## config.mk

```make
export PLATFORM = sky130hd
export DESIGN_NAME = ball_physics
export DESIGN_NICKNAME = d
export VERILOG_FILES = /design/src/rtl/ball_physics_pkg.sv /design/src/rtl/block_hit_select.sv /design/src/rtl/ball_physics.sv
export SDC_FILE = /design/constraint.sdc
export NUM_CORES = 1
export LEC_CHECK = 0
export CORE_MARGIN = 2
export CORE_UTILIZATION = 40
export CTS_BUF_LIST = sky130_fd_sc_hd__clkbuf_8
export DETAILED_ROUTE_END_ITERATION = 7
export GPL_TIMING_DRIVEN = 0
export PLACE_DENSITY = 0.69
export SKIP_CTS_REPAIR_TIMING = 1
export SLEW_MARGIN = 20
export SYNTH_ARGS = -nofsm -noshare
export SYNTH_HDL_FRONTEND = slang
export SYNTH_SLANG_ARGS = --single-unit
```

## constraint.sdc

```tcl
create_clock -name i_clk -period 5.66 [get_ports i_clk]
set_input_delay 1.698 -clock i_clk [delete_from_list [all_inputs] [get_ports i_clk]]
set_output_delay 1.698 -clock i_clk [all_outputs]
set_load 0.05 [all_outputs]
```

## src/rtl/ball_physics_pkg.sv

```systemverilog
// Shared game constants and state encoding for the collision, physics and render stages.
package ball_physics_pkg;

  typedef enum logic [2:0] {
    StServe,
    StPlay,
    StLost,
    StOver,
    StWin
  } state_e;

  localparam logic [9:0]  SCREEN_W     = 10'd640;
  localparam logic [9:0]  SCREEN_H     = 10'd480;
  localparam logic [9:0]  BALL_SIZE    = 10'd8;
  localparam logic [9:0]  SPEED        = 10'd2;
  localparam logic [9:0]  START_X      = 10'd316;
  localparam logic [9:0]  START_Y      = 10'd400;
  localparam logic [1:0]  START_LIVES  = 2'd3;
  localparam int unsigned NUM_BLOCKS   = 10;

  // Ball sits centred over a 64-pixel paddle while waiting to be served.
  localparam logic [9:0]  SERVE_OFFSET = 10'd28;

endpackage

```

## src/rtl/block_hit_select.sv

```systemverilog
// Picks the lowest-indexed live block that the ball overlaps; one-hot clear mask.
module block_hit_select #(
  parameter int unsigned NumBlocks = 10
) (
  input  logic [NumBlocks-1:0] i_collide,
  input  logic [NumBlocks-1:0] i_alive,
  output logic                 o_hit_valid,
  output logic [NumBlocks-1:0] o_clear_mask
);

  logic [NumBlocks-1:0] w_cand;

  assign w_cand       = i_collide & i_alive;
  assign o_hit_valid  = |w_cand;
  // Two's-complement trick isolates the lowest set bit.
  assign o_clear_mask = w_cand & (~w_cand + {{(NumBlocks-1){1'b0}}, 1'b1});

endmodule

```

## src/rtl/ball_physics.sv

```systemverilog
// Per-frame game-state update: ball motion, block/paddle/wall reflection, score, lives.
module ball_physics
  import ball_physics_pkg::*;
(
  input  logic                  i_clk,
  input  logic                  i_rst_n,
  input  logic                  i_frame_tick,
  input  logic                  i_launch,
  input  logic                  i_collide_paddle,
  input  logic [NUM_BLOCKS-1:0] i_collide_block,
  input  logic [9:0]            i_paddle_x,
  output logic [9:0]            o_ball_x,
  output logic [9:0]            o_ball_y,
  output logic [NUM_BLOCKS-1:0] o_block_alive,
  output logic [7:0]            o_score,
  output logic [1:0]            o_lives,
  output logic                  o_game_over,
  output logic                  o_ball_active
);

  state_e                r_state, w_state_d;
  logic [9:0]            r_ball_x, w_ball_x_d;
  logic [9:0]            r_ball_y, w_ball_y_d;
  logic                  r_dx_pos, w_dx_pos_d;
  logic                  r_dy_down, w_dy_down_d;
  logic [NUM_BLOCKS-1:0] r_alive, w_alive_d;
  logic [7:0]            r_score, w_score_d;
  logic [1:0]            r_lives, w_lives_d;

  logic                  w_hit_valid;
  logic [NUM_BLOCKS-1:0] w_clear_mask;
  logic [10:0]           w_x_right;
  logic [10:0]           w_y_bottom;
  logic [1:0]            w_lives_dec;

  block_hit_select #(
    .NumBlocks(NUM_BLOCKS)
  ) u_block_hit_select (
    .i_collide   (i_collide_block),
    .i_alive     (r_alive),
    .o_hit_valid (w_hit_valid),
    .o_clear_mask(w_clear_mask)
  );

  assign w_x_right   = {1'b0, r_ball_x} + {1'b0, BALL_SIZE};
  assign w_y_bottom  = {1'b0, r_ball_y} + {1'b0, BALL_SIZE};
  assign w_lives_dec = r_lives - 2'd1;

  always_comb begin
    w_state_d   = r_state;
    w_ball_x_d  = r_ball_x;
    w_ball_y_d  = r_ball_y;
    w_dx_pos_d  = r_dx_pos;
    w_dy_down_d = r_dy_down;
    w_alive_d   = r_alive;
    w_score_d   = r_score;
    w_lives_d   = r_lives;

    if (i_frame_tick) begin
      case (r_state)
        StServe: begin
          w_ball_x_d  = i_paddle_x + SERVE_OFFSET;
          w_ball_y_d  = START_Y;
          w_dx_pos_d  = 1'b1;
          w_dy_down_d = 1'b0;
          if (i_launch) w_state_d = StPlay;
        end

        StPlay: begin
          if (w_hit_valid) begin
            w_alive_d   = r_alive & ~w_clear_mask;
            w_score_d   = (r_score == 8'hFF) ? r_score : r_score + 8'd1;
            w_dy_down_d = ~r_dy_down;
          end else if (i_collide_paddle && r_dy_down) begin
            w_dy_down_d = 1'b0;
          end

          // Walls use the pre-move position and take precedence over hit reflections.
          if (r_ball_x <= SPEED) w_dx_pos_d = 1'b1;
          if (w_x_right >= {1'b0, SCREEN_W - SPEED}) w_dx_pos_d = 1'b0;
          if (r_ball_y <= SPEED) w_dy_down_d = 1'b1;

          if (w_alive_d == '0) begin
            w_state_d  = StWin;
            w_ball_x_d = w_dx_pos_d ? r_ball_x + SPEED : r_ball_x - SPEED;
            w_ball_y_d = w_dy_down_d ? r_ball_y + SPEED : r_ball_y - SPEED;
          end else if (w_y_bottom >= {1'b0, SCREEN_H}) begin
            w_state_d = StLost;
          end else begin
            w_ball_x_d = w_dx_pos_d ? r_ball_x + SPEED : r_ball_x - SPEED;
            w_ball_y_d = w_dy_down_d ? r_ball_y + SPEED : r_ball_y - SPEED;
          end
        end

        StLost: begin
          w_lives_d = w_lives_dec;
          w_state_d = (w_lives_dec == 2'd0) ? StOver : StServe;
        end

        default: ;
      endcase
    end
  end

  always_ff @(posedge i_clk or negedge i_rst_n) begin
    if (!i_rst_n) begin
      r_state   <= StServe;
      r_ball_x  <= START_X;
      r_ball_y  <= START_Y;
      r_dx_pos  <= 1'b1;
      r_dy_down <= 1'b0;
      r_alive   <= '1;
      r_score   <= 8'd0;
      r_lives   <= START_LIVES;
    end else begin
      r_state   <= w_state_d;
      r_ball_x  <= w_ball_x_d;
      r_ball_y  <= w_ball_y_d;
      r_dx_pos  <= w_dx_pos_d;
      r_dy_down <= w_dy_down_d;
      r_alive   <= w_alive_d;
      r_score   <= w_score_d;
      r_lives   <= w_lives_d;
    end
  end

  assign o_ball_x      = r_ball_x;
  assign o_ball_y      = r_ball_y;
  assign o_block_alive = r_alive;
  assign o_score       = r_score;
  assign o_lives       = r_lives;
  assign o_game_over   = (r_state == StOver) || (r_state == StWin);
  assign o_ball_active = (r_state == StPlay);

endmodule

```

After elaboration in Yosys (flattened, before gate mapping)
Index checks and enable logic that the tools add are counted.
- register bits: 45
- output and inout port bits: 42
- $add $sub $neg: 10
- order comparisons: 4
- eq/ne operators: 8
- muxes and demuxes: 27
- bitwise logic cells: 7
- reductions and logical operators: 14
- operators with widths (operator ; number):
    $mux 10 ; 9
    $pmux 10 s2 ; 2
    $and 10x10->10 ; 3
    $add 10x4->11 const B ; 2
    $add 10x2->10 const B ; 2
    $le 10x2->1 const B ; 2
    $not 10->10 ; 2
    $sub 10x2->10 const B ; 2
    $ge 11x10->1 const B ; 1
    $ge 11x9->1 const B ; 1
    $add 10x1->10 const B ; 1
    $add 10x5->10 const B ; 1
    $logic_not 10->1 ; 1
    $reduce_or 10->1 ; 1
    $mux 1 ; 9
    $mux 3 ; 3
    $pmux 3 s3 ; 1
    $add 8x1->8 const B ; 1
    $eq 8x8->1 const B ; 1
    $reduce_and 4->1 ; 2
    $eq 3x2->1 const B ; 2
    $reduce_and 2->1 ; 3
    $pmux 1 s2 ; 2
    $eq 3x1->1 const B ; 1
    14 further kinds ; 15

Logic depth before layout (Yosys ltp)
- depth in word-level cells: 12
- gate-level depth with buffers: 10
- gate-level depth less buffers: 9

By module
A second synthesis with hierarchy kept.
- cells, all modules: 373
- area, all modules: 3236.9 sq um
- by module, submodules not included (module ; times used ; cells each ; area each (sq um) ; seq. area each (sq um)):
    ball_physics ; 1 ; 349 ; 3096.7 ; 1127.3
    block_hit_select ; 1 ; 24 ; 140.1 ; 0.0

Worst setup path after synthesis
OpenSTA, ideal clock, no wires.
- path kind: input port to flip-flop
- from: input i_collide_block[5]
- to: register r_ball_y[9], in the netlist o_ball_y[9]
- library setup time: 0.079 ns
- arrival time: 3.599 ns
- data required time: 5.581 ns
- slack: 1.983 ns
- stages on the path: 7
- path through: a222oi_1 -> and2_4 -> a21oi_2 -> nor3_4 -> mux2_2 -> o21ai_0 -> o2bb2ai_1
- word-level cells in the longest chain between the ends: 12
- ends and longest elaborated chain (what ; line ; RTL):
    start, declared ; ball_physics.sv:10 ; input logic [NUM_BLOCKS-1:0] i_collide_block,
    $and 10x10->10 (*) ; block_hit_select.sv:13 ; assign w_cand = i_collide & i_alive;
    $not 10->10 ; block_hit_select.sv:16 ; assign o_clear_mask = w_cand & (~w_cand + {{(NumBlocks-1){1'b0}}, 1'b1});
    $add 10x1->10 ; block_hit_select.sv:16 ;
    $and 10x10->10 ; block_hit_select.sv:16 ;
    $not 10->10 ; ball_physics.sv:71 ; w_alive_d = r_alive & ~w_clear_mask;
    $and 10x10->10 ; ball_physics.sv:71 ;
    $mux 10 ; ball_physics.sv:70 ; if (w_hit_valid) begin
    $mux 10 ; ball_physics.sv:60 ; case (r_state)
    $mux 10 ; ball_physics.sv:59 ; if (i_frame_tick) begin
    $logic_not 10->1 ; ball_physics.sv:83 ; if (w_alive_d == '0) begin
    $ne 3x3->1 (no line) or $mux 10 (tied branches) ; n/a ;
    $reduce_and 3->1 (no line) or $pmux 10 s2 (tied branches) ; n/a ;
    end signal, assigned ; ball_physics.sv:118 ; r_ball_y <= w_ball_y_d;
    end, declared ; ball_physics.sv:23 ; logic [9:0] r_ball_y, w_ball_y_d;
Every way passes the cells marked *; elsewhere a longest branch is shown, timed or not. The select of a mux whose other input is x is not followed.
A chain may end at the register's enable or synchronous reset.

Worst setup path in the final report
- from: register r_state[1]
- to: output o_ball_active
- word-level cells in the longest chain between the ends: 1
- ends and longest elaborated chain (what ; line ; RTL):
    start, declared ; ball_physics.sv:21 ; state_e r_state, w_state_d;
    start signal, assigned ; ball_physics.sv:107 ; r_state <= StServe;
    start signal, assigned ; ball_physics.sv:116 ; r_state <= w_state_d;
    $eq 3x1->1 ; ball_physics.sv:133 ; assign o_ball_active = (r_state == StPlay);
    end, declared ; ball_physics.sv:18 ; output logic o_ball_active
No other way between the ends.

==> reports/summary.txt <==
Grt ovf = 0
Design Power = 2.10 mW
Total vias in the final route = 2,949
Crit path kind = reg -> out
Cell Pwr Density = 522 nW/um^2
Clock latency on the worst-skew pair = 0.31 ns
Synthesized cell area = 3120 um^2
DRT Pass-1 Iters = 4
Layout cells sized above 1 = 14.8%
Gate power share = 59.5%
Cell with the most instances after synthesis = nand2_1
DR iter-0 viols = 215
Post-synth top cells = 44 x nand2_1, 25 x nor2_1, 23 x dfrtp_1
YS warnings = 0
Vias in the first global route = 2,914
Sequential share of power = 28.5%
Final setup vio count = 0
Sequential area share after synthesis = 36.1%
Post-route cell area = 4030 um^2
Switch Pwr = 1.05 mW
Worst-path fanout max = 10
Synthesized net count = 385
CTS Buffer Depth = 2
FF-to-FF Start = o_ball_x[3]$_DFFE_PN1P_
CP max stage cell = clkdlybuf4s50_1
Worst-path clk slew = 0.10 ns
Status = completed
CTS tree = done
Area after DPL = 3920 um^2
Clock sink total = 44
Half-perimeter wire length after placement = 6110 um
Final hold vios = 0
Initial Util = 40.9%
IO Port Bufs = 65
Initial antenna violation count = 0
Net Sw Frac = 50.1%
Core Region = 7650 um^2
DR WL/cell = 15.7 um
Crit path buf inv count = 3
Critical Path AT = 2.66 ns
Final Skew = 0.0106 ns
Area growth, synth to finish = 29.1%
RSZ-0062 raised after global routing = false
Max IR drop VDD = 0.000270 V
Mapped Cells = 346
Synth Register Bits = 44
Max Freq = 230 MHz
Post-Route WL = 8190 um
RePlAce Congestion = 0.910
Period Utilization, post-route = 76.9%
Cells along the critical path = nor2_1, nand2_1, clkinv_1, clkbuf_1, clkdlybuf4s50_1
Critical Path Start Type = flop
Unique masters post-synth = 75
Final ANT Viol Nets = 0
Fill count = 685
GRT Util Overall = 19.5%
FP Rows = 32
Ys async rst share = 100%
Die X = 92.4 um
Top cell type's share of synthesized area = 18.4%
HP Class = reg -> reg
Max-slew violations = 0
Delay-heaviest family, CP = buffers and inverters
Pre-CTS setup slack = 1.15 ns
CP Capture Type = output pin
Largest stage delay on the critical path = 0.91 ns
Final worst path period need = 4.35 ns
Hold_sp = o_block_alive[4]$_DFFE_PN1P_
Least-Margin Pin Slew = 0.725 ns
# IOs = 67
H-Tree Depth = 2
First-pass GRT wire length = 13,600 um
Antenna Cells = 0
Cell taking the most area after synthesis = dfrtp_1
Post-synth top flop = dfrtp_1
Cell internal pwr = 1.05 mW
Sum Neg Setup Slack = 0 ns
Num CTS Buffers = 5
Final hold slack = 0.485 ns
Area contributors post-synth = dfrtp_1 18%, dfstp_2 18%, ha_1 5.6%
Leak pwr = 1.64 nW
Worst slew margin = 51.7%
Final WS setup = 1.31 ns
Worst path required time = 3.96 ns
Critical path launch point = r_state[1]$_DFFE_PN0P_
Number of remaining DRC errors = 0
MaxCap Viol Count = 0
Post-synth EDFFs = 0
Mapped Avg Cell Area = 9.03 um^2
Die H = 92.4 um
Largest net degree at the start of global routing = 26
DR vias/cell = 5.65
Fin nets = 458
Clock power frac = 12.0%
Die Area = 8530 um^2
Root Buffer = clkbuf_8
==> path summary, 6_finish.rpt <==
path / end / slack, ns / cells past startpoint
worst max-delay path: o_ball_active / 1.31 / 5
worst min-delay path: o_block_alive[4]$_DFFE_PN1P_ / 0.48 / 1
worst max register to register: o_ball_x[9]$_DFFE_PN0P_ / 2.84 / 8
worst min register to register: o_block_alive[4]$_DFFE_PN1P_ / 0.48 / 1
max in group asynchronous: o_block_alive[5]$_DFFE_PN1P_ / 3.73 / 2
min in group asynchronous: o_score[0]$_DFFE_PN0P_ / 1.34 / 1
==> routing by layer <==
metal	vias to the layer above	wire [um]	GRT usage, %
li1	1410	-	-
met1	1463	3770	26.1
met2	64	4010	31.3
met3	12	298	3.34
met4	0	121	7.84
met5	-	0	0
==> metrics by stage <==
stage | cells | util [%]
final | 522 | 52.7
after global placement | 513 | 51.0
after global routing | 522 | 52.7
after CTS | 522 | 52.7
after floorplan | 346 | -
after detailed placement | 514 | 51.2
==> kinds of logic (layout without fill, tap and decap cells) <==
group | count (synthesis) | after routing | share of synthesized area, %
xor gates and xnor gates | 17 | 17 | 4.77
other | 1 | 1 | 0.120
and+or+nand+nor | 136 | 136 | 22.6
adders and majority gates | 14 | 14 | 5.61
buffers and inverters | 32 | 106 | 4.49
AOI/OAI and AO/OA | 88 | 88 | 21.7
DFF | 44 | 44 | 36.1
muxes | 14 | 14 | 4.69
==> cells in the final DEF, fill, tap and decap left out, types with 3 or more instances in the layout <==
| cell type | n |
|---|---|
| xnor2_1 | 10 |
| a31oi_1 | 4 |
| clkbuf_8 | 5 |
| xor2_1 | 7 |
| buf_2 | 5 |
| a22o_1 | 5 |
| a222oi_1 | 3 |
| clkbuf_1 | 3 |
| dfstp_2 | 21 |
| and3_1 | 5 |
| dfrtp_1 | 23 |
| or3_1 | 4 |
| inv_1 | 21 |
| nand2b_1 | 7 |
| nor3_1 | 7 |
| o2bb2ai_1 | 3 |
| mux2i_1 | 9 |
| a22oi_1 | 3 |
| mux2_2 | 5 |
| nor2_1 | 25 |
| nand2_1 | 44 |
| o21ai_0 | 14 |
| o22ai_1 | 6 |
| a21oi_1 | 6 |
| nand3b_1 | 4 |
| clkdlybuf4s50_1 | 64 |
| o22a_1 | 3 |
| o211ai_1 | 3 |
| ha_1 | 14 |
| nand3_1 | 13 |
| nand4_1 | 7 |
| o21a_1 | 5 |
==> registers in the layout (all words and copies together), names as in the netlist <==
name	count
o_ball_x	10
o_block_alive	10
o_ball_y	9
o_score	8
r_state	3
o_lives	2
r_dx_pos	1
r_dy_down	1
==> power by group through the flow <==
stage          Clock, mW  Combinational (mW)  Sequential [mW]
2_1_floorplan          0               0.618            0.855
3_3_place_gp           0                1.22            0.593
3_5_place_dp           0                1.25            0.603
4_1_cts            0.262                1.25            0.598
5_1_grt            0.272                1.35            0.618
6_report           0.253                1.25            0.599
==> layout make-up <==
type | count | area (um^2) | area share, %
inverter | 22 | 82.6 | 2.05
tap | 102 | 128 | 3.16
buffer | 10 | 57.6 | 1.43
multi-input combinational | 270 | 1860 | 46.0
timing repair buffer | 66 | 666 | 16.5
clock inverter | 3 | 46.3 | 1.15
sequential | 44 | 1130 | 28.0
clock buffer | 5 | 68.8 | 1.71
Note: power is estimated with default switching activity, not from simulation.
